$ cat config.mk
export PLATFORM = sky130hd
export DESIGN_NAME = q_update_ctrl
export DESIGN_NICKNAME = d
export VERILOG_FILES = /design/src/rtl/q_update_ctrl.sv
export SDC_FILE = /design/constraint.sdc
export NUM_CORES = 1
export LEC_CHECK = 0
export ABC_AREA = 0
export CAP_MARGIN = 20
export CORE_MARGIN = 2
export CORE_UTILIZATION = 49
export DETAILED_ROUTE_END_ITERATION = 8
export PLACE_DENSITY = 0.85
export SYNTH_ARGS = -nofsm -noshare
export SYNTH_HDL_FRONTEND = slang
export SYNTH_SLANG_ARGS = --single-unit
$ cat constraint.sdc
create_clock -name clk -period 3.27 [get_ports clk]
set_input_delay 0.654 -clock clk [delete_from_list [all_inputs] [get_ports clk]]
set_output_delay 0.654 -clock clk [all_outputs]
set_load 0.01 [all_outputs]
$ cat src/rtl/q_update_ctrl.sv
// Sequencer for one Q-learning update loop: selects an action, waits out the
// datapath latency, writes the Q-RAM, then decides whether the episode/run ends.
//
// state  | meaning
// IDLE   | waiting for start
// INIT   | load the initial state, clear the step index
// SELECT | launch action select and Q-RAM read
// WAIT   | PIPE_LAT cycles for the action/reward/state delay line
// WRITE  | Q-RAM write-back
// CHECK  | episode-end decision (goal or step limit)
// FINISH | run complete, pulse done
module q_update_ctrl #(
    parameter int PIPE_LAT  = 2,
    parameter int MAX_STEPS = 64,
    parameter int EP_W      = 16
) (
    input  logic            clk,
    input  logic            rst,
    input  logic            start,
    input  logic            abort,
    input  logic [EP_W-1:0] num_episodes,
    input  logic            goal,
    output logic            st_load,
    output logic            act_en,
    output logic            q_we,
    output logic            busy,
    output logic            ep_done,
    output logic            done,
    output logic [7:0]      step_cnt,
    output logic [EP_W-1:0] ep_cnt
);

    localparam int WW = (PIPE_LAT > 1) ? $clog2(PIPE_LAT) : 1;
    localparam logic [WW-1:0] WAIT_LOAD = WW'(PIPE_LAT - 1);
    localparam logic [7:0]    STEP_LAST = 8'(MAX_STEPS - 1);

    typedef enum logic [2:0] {
        IDLE   = 3'd0,
        INIT   = 3'd1,
        SELECT = 3'd2,
        WAIT   = 3'd3,
        WRITE  = 3'd4,
        CHECK  = 3'd5,
        FINISH = 3'd6
    } state_t;

    state_t          state, state_nxt;
    logic [WW-1:0]   wait_cnt;
    logic [EP_W-1:0] ep_target;
    logic            ep_end;
    logic            last_ep;

    assign ep_end  = goal || (step_cnt == STEP_LAST);
    assign last_ep = (ep_cnt + EP_W'(1)) == ep_target;

    always_ff @(posedge clk or posedge rst) begin
        if (rst) state <= IDLE;
        else     state <= state_nxt;
    end

    always_comb begin
        state_nxt = state;
        if (state == IDLE) begin
            if (start && !abort)
                state_nxt = (num_episodes == '0) ? FINISH : INIT;
        end else if (abort) begin
            state_nxt = IDLE;
        end else begin
            case (state)
                INIT:    state_nxt = SELECT;
                SELECT:  state_nxt = WAIT;
                WAIT:    if (wait_cnt == '0) state_nxt = WRITE;
                WRITE:   state_nxt = CHECK;
                CHECK: begin
                    if (ep_end) state_nxt = last_ep ? FINISH : INIT;
                    else        state_nxt = SELECT;
                end
                FINISH:  state_nxt = IDLE;
                default: state_nxt = IDLE;
            endcase
        end
    end

    // done/ep_done are suppressed by abort; the other strobes follow the state only
    always_comb begin
        st_load = (state == INIT);
        act_en  = (state == SELECT);
        q_we    = (state == WRITE);
        busy    = (state != IDLE);
        ep_done = (state == CHECK) && ep_end && !abort;
        done    = (state == FINISH) && !abort;
    end

    always_ff @(posedge clk or posedge rst) begin
        if (rst) begin
            step_cnt  <= '0;
            ep_cnt    <= '0;
            ep_target <= '0;
            wait_cnt  <= '0;
        end else begin
            case (state)
                IDLE: begin
                    if (start && !abort) begin
                        step_cnt  <= '0;
                        ep_cnt    <= '0;
                        ep_target <= num_episodes;
                    end
                end
                INIT: begin
                    if (!abort) step_cnt <= '0;
                end
                SELECT: begin
                    wait_cnt <= WAIT_LOAD;
                end
                WAIT: begin
                    if (wait_cnt != '0) wait_cnt <= wait_cnt - WW'(1);
                end
                CHECK: begin
                    if (!abort) begin
                        if (ep_end) ep_cnt   <= ep_cnt + EP_W'(1);
                        else        step_cnt <= step_cnt + 8'd1;
                    end
                end
                default: ;
            endcase
        end
    end

endmodule

==> results of run 1 <==
==> cells by family (layout without fill, tap and decap cells) <==
group                      after synthesis  after routing  synth area share
xor gates and xnor gates                26             26            0.0819
and+or+nand+nor                        110            110             0.214
buffers and inverters                   26             70            0.0441
DFF                                     44             44             0.396
adders and majority gates                3              3            0.0126
AOI/OAI and AO/OA                       77             77             0.183
muxes                                   17             17            0.0684
==> cell usage in the layout (no fill, tap or decap), types with 5 or more instances in the layout <==
master	synthesis	routed
sky130_fd_sc_hd__nor4_1	6	6
sky130_fd_sc_hd__xnor2_1	18	18
sky130_fd_sc_hd__nor2_1	21	21
sky130_fd_sc_hd__nor3_1	9	9
sky130_fd_sc_hd__o21ai_0	33	33
sky130_fd_sc_hd__and3_1	6	6
sky130_fd_sc_hd__nand4_1	5	5
sky130_fd_sc_hd__xor2_1	8	8
sky130_fd_sc_hd__a21oi_1	9	9
sky130_fd_sc_hd__mux2_2	16	16
sky130_fd_sc_hd__nand3_1	10	10
sky130_fd_sc_hd__nand2b_1	6	6
sky130_fd_sc_hd__dfrtp_1	44	44
sky130_fd_sc_hd__clkbuf_8	0	6
sky130_fd_sc_hd__inv_1	6	6
sky130_fd_sc_hd__buf_4	2	6
sky130_fd_sc_hd__a31oi_1	8	8
sky130_fd_sc_hd__clkdlybuf4s50_1	0	50
sky130_fd_sc_hd__nand2_1	25	25
==> stage by stage <==
step | hold WS [ps] | total power [W] | worst slack (ps) | cell area [um2] | util
2_1_floorplan | 472 | 0.00145 | 907 | 2780 | -
6_report | 532 | 0.00206 | 208 | 3410 | 0.619
3_3_place_gp | 495 | 0.00167 | 214 | 3320 | 0.602
4_1_cts | 533 | 0.00206 | 199 | 3410 | 0.619
3_5_place_dp | 511 | 0.00171 | 203 | 3320 | 0.602
5_1_grt | 558 | 0.00221 | 40.7 | 3410 | 0.619
==> sequential cells by signal (all words and copies together), names as in the netlist <==
signal / flops
ep_cnt: 16
ep_target: 16
state: 3
step_cnt: 8
wait_cnt: 1
==> worst reg2reg max path: stages (launching register included) <==
cell and delay (ps):
sky130_fd_sc_hd__dfrtp_1 500, sky130_fd_sc_hd__ha_1 370, sky130_fd_sc_hd__and4_1 410, sky130_fd_sc_hd__a21oi_1 110, sky130_fd_sc_hd__or4b_1 560, sky130_fd_sc_hd__a2111oi_4 310, sky130_fd_sc_hd__nand4_1 150, sky130_fd_sc_hd__o31ai_2 180
==> final timing paths <==
| kind | endpoint | slack, ps | cells after the start |
|---|---|---|---|
| min | wait_cnt | 530 | 1 |
| max | ep_done | 210 | 7 |
| min reg2reg | wait_cnt | 530 | 1 |
| max reg2reg | state[1] | 600 | 7 |
| min in group asynchronous | step_cnt[0] | 810 | 3 |
| max in group asynchronous | wait_cnt | 2090 | 3 |
==> layout make-up <==
cell class | instances | share of cell area
sequential | 44 | 0.323
timing repair buffer | 56 | 0.160
clock inverter | 2 | 0.00294
inverter | 6 | 0.00661
clock buffer | 6 | 0.0242
multi-input combinational | 233 | 0.457
tap | 72 | 0.0264
==> power breakdown <==
group / switching (W) / leakage [nW] / internal, W
Sequential: 0.000186 / 0.573 / 0.000686
Clock: 0.000186 / 0.0510 / 0.000169
Combinational: 0.000397 / 0.741 / 0.000438
Total: 0.000769 / 1.37 / 0.00129
==> per-layer routing <==
layer  part of all wire  vias up  GRT usage
met5                  0        -          0
met3              0.063       26     0.0364
met1               0.43     1225      0.310
met4              0.025        0     0.0759
met2               0.48      112      0.382
li1                   -     1192          -
==> impl_summary.md, run 1 <==
Final layout
The proportion of layout cells with a drive suffix above 1 is 0.121. The antenna cell count is 0. Compared with the post-synthesis result, the final layout area differs by 22.6%. Registers take 1100 um2. After the last flow step, the layout net total stands at 369. The count of placed standard cells in the final layout, fillers left out is 419. Summing all multi-input logic gate instances after layout gives 1560 um2. The number of fill cells is 472.

Route
In the routed layout, each cell is associated on average with a via count of 6.10. The number of iterations in the first detailed-routing pass is 5. The via total after detailed routing is 2,555. The number of DRC violations after detailed routing is 0. The number of DRC violations after detailed-routing iteration 0 is 334. The routed wire length is 6.72 mm. Once detail routing completed, the nets flagged for antenna violations numbered 0. The routed length per placed instance is 16.0 um.

Floorplanning
The core box area is 5510 um2. For this configuration, the core starts out at a cell density of 0.505. Row generation in the floorplan step produced 27 rows. The vertical die dimension is 79.3 um. The area of the die is 6290 um2. The I/O pin total is 51. The die width is 79.3 um.

STA
The clock period minus final worst setup slack is 3060 ps. Setup total negative slack on the finished layout was measured at 0 ps. The worst setup skew after layout is 4.39 ps.

Setup repair after global routing left no endpoint under its margin. The measured slew at the worst slew-check pin is 681 ps. Dividing the final minimum period by the clock period gives 0.936. The total count of hold-check failures in the final report came to 0. The final max-slew violation count is 0. The maximum frequency from static timing analysis is 0.327 GHz. Setup violations remaining at the end of the flow were counted as 0. The worst relative slew slack is 0.542.

Synth
Yosys mapped a number of flops with a built-in enable equal to 0. Sorting the synthesized cells by how often they occur yields sky130_fd_sc_hd__dfrtp_1 (44), sky130_fd_sc_hd__o21ai_0 (33), sky130_fd_sc_hd__nand2_1 (25). Among all flip-flop cells after synthesis, the most frequent one is sky130_fd_sc_hd__dfrtp_1. After synthesis, the cell types taking the most area are sky130_fd_sc_hd__dfrtp_1 (40%), sky130_fd_sc_hd__mux2_2 (6.5%), sky130_fd_sc_hd__o21ai_0 (5.9%), sky130_fd_sc_hd__xnor2_1 (5.7%), sky130_fd_sc_hd__nand2_1 (3.4%). Of the post-synthesis cell area, the dominant cell type holds 0.396.

The synthesized netlist occupies a cell area of 2780 um2. Yosys printed 0 warnings. The gate count after technology mapping is 303. Counting every net in the synthesized netlist gives 326. The fraction of synthesis flops using an asynchronous set or reset pin is 1.00. The count of different cell masters after synthesis is 57. The cell with the most instances after synthesis is sky130_fd_sc_hd__dfrtp_1. Synthesis inferred 44 register bits. Dividing the synthesized area by the synthesized cell count gives 9.18 um2.

The cell taking the most area after synthesis is sky130_fd_sc_hd__dfrtp_1. The proportion of synthesized chip area in sequential cells is 0.396.

Clocking
The H-tree depth reported by CTS is 2. The number of buffers between clock root and the deepest sink is 2. After clock tree synthesis, the clock-pin slew on the worst setup and hold paths is 80 ps. Clock tree synthesis inserted a total of 5 buffers. The clock root buffer is sky130_fd_sc_hd__clkbuf_8.

TritonCTS built the clock tree. The number of setup buffers added after CTS is 0. The number of sinks handled by clock tree synthesis is 44. The count of hold buffers inserted by post-cts repair is 0.

The clock insertion delay at the later pin of the skew report is 300 ps. After clock tree synthesis, the repair step resized 0 gates.

GRT
Across every metal layer, demand over resource in global routing totals 0.231. The first global-routing pass estimated 11.5 mm of wire. The maximum number of pins on one net before global-route repair is 45. The via count of the first global-routing pass is 2,391. The initial antenna violation count is 0. The leftover overflow at the end of global routing is 0.

Critical path
STA puts the critical path data required time at 2620 ps. The largest delay contributor family on the critical path is buffers and inverters. The data arrival time of the critical path is 2410 ps. The startpoint identified for the worst register-to-register timing path is ep_cnt[0].

The type of the worst setup path is in -> out. The worst setup path is captured at an output port. Among the stages of the critical path, the cell type that occurs most often is sky130_fd_sc_hd__clkdlybuf4s50_1. The nature of the critical path startpoint is an input pin.

The maximum cell stage delay along the critical path is 550 ps. For this design, the slowest cell found on the critical path is sky130_fd_sc_hd__clkdlybuf4s50_1. Along the worst path, the maximum fanout reaches 2. The worst path buffer plus inverter count is 3. The critical path goes through clkdlybuf4s50_1 -> a31oi_1 -> o21ai_0 -> nand2b_1 -> or2_2 -> inv_1 -> clkdlybuf4s50_1. Tracing the worst setup path back leads to its startpoint at goal.

Placement
The placer congestion estimate is 0.897. Once placement completed, the tool counted placed cells totaling 411. The wire-length estimate of the detail-placed layout is 4.90 mm. The count of buffers added on input and output ports is 50.

Pwr
IR analysis of the VDD net gives a maximum drop of 321 uV. For this design the static power due to leakage is 1.37 nW. The power density relative to cell area is 605 nW/um2.

Status
The run finished with clean final reports.

Min path
The path class of the tightest hold or removal check is reg -> reg. The start point of the worst min-delay path is wait_cnt.

Flow run
Across the run, the number of max-cap violations was 0.
Note: power is estimated with default switching activity, not from simulation.
==> run 2: changes to the inputs <==
--- a/config.mk
+++ b/config.mk
@@ -11,6 +11,7 @@
 export CORE_UTILIZATION = 49
 export DETAILED_ROUTE_END_ITERATION = 8
 export PLACE_DENSITY = 0.85
+export SLEW_MARGIN = 20
 export SYNTH_ARGS = -nofsm -noshare
 export SYNTH_HDL_FRONTEND = slang
 export SYNTH_SLANG_ARGS = --single-unit
==> results of run 2 <==
No change in the layout: final DEF, timing and power equal those of run 1.
==> run 3: changes to the inputs <==
--- a/config.mk
+++ b/config.mk
@@ -5,12 +5,12 @@
 export SDC_FILE = /design/constraint.sdc
 export NUM_CORES = 1
 export LEC_CHECK = 0
-export ABC_AREA = 0
+export ABC_AREA = 1
 export CAP_MARGIN = 20
 export CORE_MARGIN = 2
 export CORE_UTILIZATION = 49
 export DETAILED_ROUTE_END_ITERATION = 8
-export PLACE_DENSITY = 0.85
+export PLACE_DENSITY = 0.86
 export SLEW_MARGIN = 20
 export SYNTH_ARGS = -nofsm -noshare
 export SYNTH_HDL_FRONTEND = slang
==> constraint.sdc (replaced) <==
create_clock -name clk -period 3.6 [get_ports clk]
set_input_delay 0.72 -clock clk [delete_from_list [all_inputs] [get_ports clk]]
set_output_delay 0.72 -clock clk [all_outputs]
set_load 0.01 [all_outputs]
==> run 3 against run 2 <==
- setup slack gained 510 ps
- worst hold slack got worse by 30 ps
- synthesized cell count increased by 19%
- synthesized area down 3.6%
- combinational power decreased by 17%
- critical path type is now reg -> out
- largest cell class unchanged
- highest routed layer unchanged
==> impl_summary.md, run 3 <==
Status
The flow ran to the end, and the final reports show no timing, DRC or antenna violations.

GRT
The first global-routing pass estimated 11.3 mm of wire. The leftover overflow at the end of global routing is 0. The via count of the first global-routing pass is 2,523. Entering global routing, the biggest net connects 45 pins. For this run, the total global-route usage over all layers was measured as 0.234. The initial antenna violation count was 0.

Clocking
Post-CTS repair changed the size of 0 cells. In this run the deepest clock path goes through 2 buffers. The clock slew seen by the registers of the worst setup and hold paths is 90 ps. TritonCTS built the clock tree.

The clock root buffer is sky130_fd_sc_hd__clkbuf_8. Buffers inserted during clock tree synthesis total 5. CTS built an H-tree with a depth of 2.

The number of sinks handled by clock tree synthesis is 44. Once the clock tree was built, the setup fixing pass inserted 0 buffers. The clock insertion delay at the later pin of the skew report is 300 ps.

The number of hold buffers added after CTS was 0.

Final layout
The finished layout holds 489 standard cells, fillers aside. The proportion of layout cells with a drive suffix above 1 is 0.0835. The area overhead of the layout relative to synthesis is 26.5%. The commonest non-fill, non-tap cell in the layout is sky130_fd_sc_hd__nand2_1. The largest registers in the layout are ep_cnt x16, ep_target x16, step_cnt x8. The antenna cell count is 0. The count of nets after finishing is 441. In the layout the commonest cells are sky130_fd_sc_hd__nand2_1 (95), sky130_fd_sc_hd__inv_1 (54), sky130_fd_sc_hd__clkdlybuf4s50_1 (50), sky130_fd_sc_hd__dfrtp_1 (44), sky130_fd_sc_hd__nand3_1 (35).

Synth
The number of synthesis warnings is 0. Sorting the synthesized cells by how often they occur yields sky130_fd_sc_hd__nand2_1 (95), sky130_fd_sc_hd__inv_1 (54), sky130_fd_sc_hd__dfrtp_1 (44). The cell area that synthesis handed to floorplanning was 2680 um2.

The post-synthesis register bit count is 44. The cell taking the most area after synthesis is sky130_fd_sc_hd__dfrtp_1. sky130_fd_sc_hd__nand2_1 is the most common cell in the netlist.

The per-instance average area after synthesis is 7.42 um2. The top-area cell type share of the netlist area is 0.411. The netlist uses 32 different library cells. When the netlist entered floorplanning its net count stood at 384. The most used flip-flop cell after synthesis is sky130_fd_sc_hd__dfrtp_1. The fraction of synthesis flops using an asynchronous set or reset pin is 1.00.

The number of enable flip-flop cells after synthesis is 0. Sorting the synthesized cells by area gives the leading types as sky130_fd_sc_hd__dfrtp_1 (41%), sky130_fd_sc_hd__nand2_1 (13%), sky130_fd_sc_hd__inv_1 (7.6%), sky130_fd_sc_hd__nand3_1 (6.5%), sky130_fd_sc_hd__o21ai_0 (4.3%). In the synthesized netlist, the number of instances is 361. The share of the Yosys chip area taken by registers is 0.411.

STA
The final max-slew violation count is 0. Summed over all failing endpoints, the final setup total negative slack is 0 ps. Across all hold checks on the routed design, the worst slack comes to 502 ps.

The worst pin sits at a relative slew slack of 0.632. The clock period minus final worst setup slack is 2880 ps. The worst setup skew after layout is 4.49 ps. The worst path meets setup with 717 ps of slack. The measured slew at the worst slew-check pin is 552 ps. The maximum frequency from static timing analysis is 0.347 GHz.

Setup repair after global routing left no endpoint under its margin. The total count of hold-check failures in the final report is 0. Setup violations remaining at the end of the flow were counted as 0. The final cycle utilization of the critical path is 0.801.

Placement
After detailed placement, the design holds a cell count of 481. The count of input and output buffers is 50. The detailed placement HPWL is 4.97 mm. The placer congestion estimate is 0.956.

The pre-CTS setup slack is 736 ps.

Critical path
In this run the worst path has a maximum fanout of 4. The type of the worst setup path is reg -> out. The worst endpoint required time is 2880 ps. The worst setup path is launched from a flop.

STA classifies the critical path endpoint as an output port. For the worst setup path, the data arrival time is 2160 ps.

Pwr
Across the VDD grid, the largest voltage drop is 464 uV. Summed over all cells, the static leakage comes to 1.56 nW. The power density relative to cell area is 524 nW/um2.

Floorplanning
The die width is 78.0 um. The effective utilization at floorplan is 0.515. The floorplan step defined a core boundary enclosing 5200 um2. The vertical die dimension is 78.0 um. 51 I/O pins were placed.

The area of the die is 6080 um2. The row count is 26.

Route
In this run the remaining antenna-violating nets after routing total 0. The detailed router finished its first iteration with 236 violations. The number of iterations in the first detailed-routing pass is 6. The routed layout has 2,605 vias. The routed length per placed instance is 13.7 um.

The routed via count divided by cell count is 5.33. The routed wire length is 6.71 mm. The number of DRC violations after detailed routing is 0.

Min path
In this run the worst hold path is classified as reg -> reg.

Flow run
Max-cap violations in this run came to 0.
[run 3: logic make-up after synthesis]
family | after synthesis | share of synthesized area
xor gates and xnor gates | 9 | 0.0448
DFF | 44 | 0.411
buffers and inverters | 59 | 0.0840
muxes | 3 | 0.0121
and+or+nand+nor | 195 | 0.332
adders and majority gates | 2 | 0.00934
AOI/OAI and AO/OA | 49 | 0.106
[run 3: metrics by stage]
step           utilization  total power, W  area, um2
2_1_floorplan            -         0.00117       2680
3_3_place_gp         0.630         0.00136       3280
4_1_cts              0.651         0.00177       3390
6_report             0.651         0.00178       3390
5_1_grt              0.651         0.00189       3390
3_5_place_dp         0.630         0.00139       3280
[run 3: area by class of cell]
class	count	area, um2
multi-input combinational	258	1350
timing repair buffer	54	531
tap	70	87.6
clock inverter	3	42.5
sequential	44	1100
inverter	55	206
clock buffer	5	68.8
fill	429	1810
[run 3: worst max-delay path: stages (launching register included)]
cell and delay, ps:
sky130_fd_sc_hd__dfrtp_1 420, sky130_fd_sc_hd__nand2_1 70, sky130_fd_sc_hd__inv_1 100, sky130_fd_sc_hd__nand2_1 110, sky130_fd_sc_hd__nor2_1 150, sky130_fd_sc_hd__a31o_2 190
sky130_fd_sc_hd__nand2_2 80, sky130_fd_sc_hd__nor2_2 180, sky130_fd_sc_hd__clkdlybuf4s50_1 580
[run 3: per-layer routing]
layer	global-route usage	up-vias	part of all wire
met1	0.286	1196	0.42
met4	0.0842	0	0.017
met5	0	-	0
li1	-	1290	-
met2	0.402	106	0.49
met3	0.0558	13	0.074
[run 3: final timing paths]
kind	start	end	slack [ps]	cells past startpoint
min in group asynchronous	rst	step_cnt[1]	850	3
worst max-delay path	step_cnt[3]	ep_done	720	8
worst min-delay path	wait_cnt	wait_cnt	500	2
worst min register to register	wait_cnt	wait_cnt	500	2
worst max register to register	ep_cnt[0]	state[1]	1260	15
max in group asynchronous	rst	ep_cnt[6]	2370	3
[run 3: report_power, final]
group	switching, W	leakage [nW]	internal, W	total, W
combinational	0.000397	0.930	0.000298	0.000694
clock	0.000177	0.0541	0.000205	0.000382
sequential	0.0000916	0.573	0.000609	0.000701
total	0.000665	1.56	0.00111	0.00178
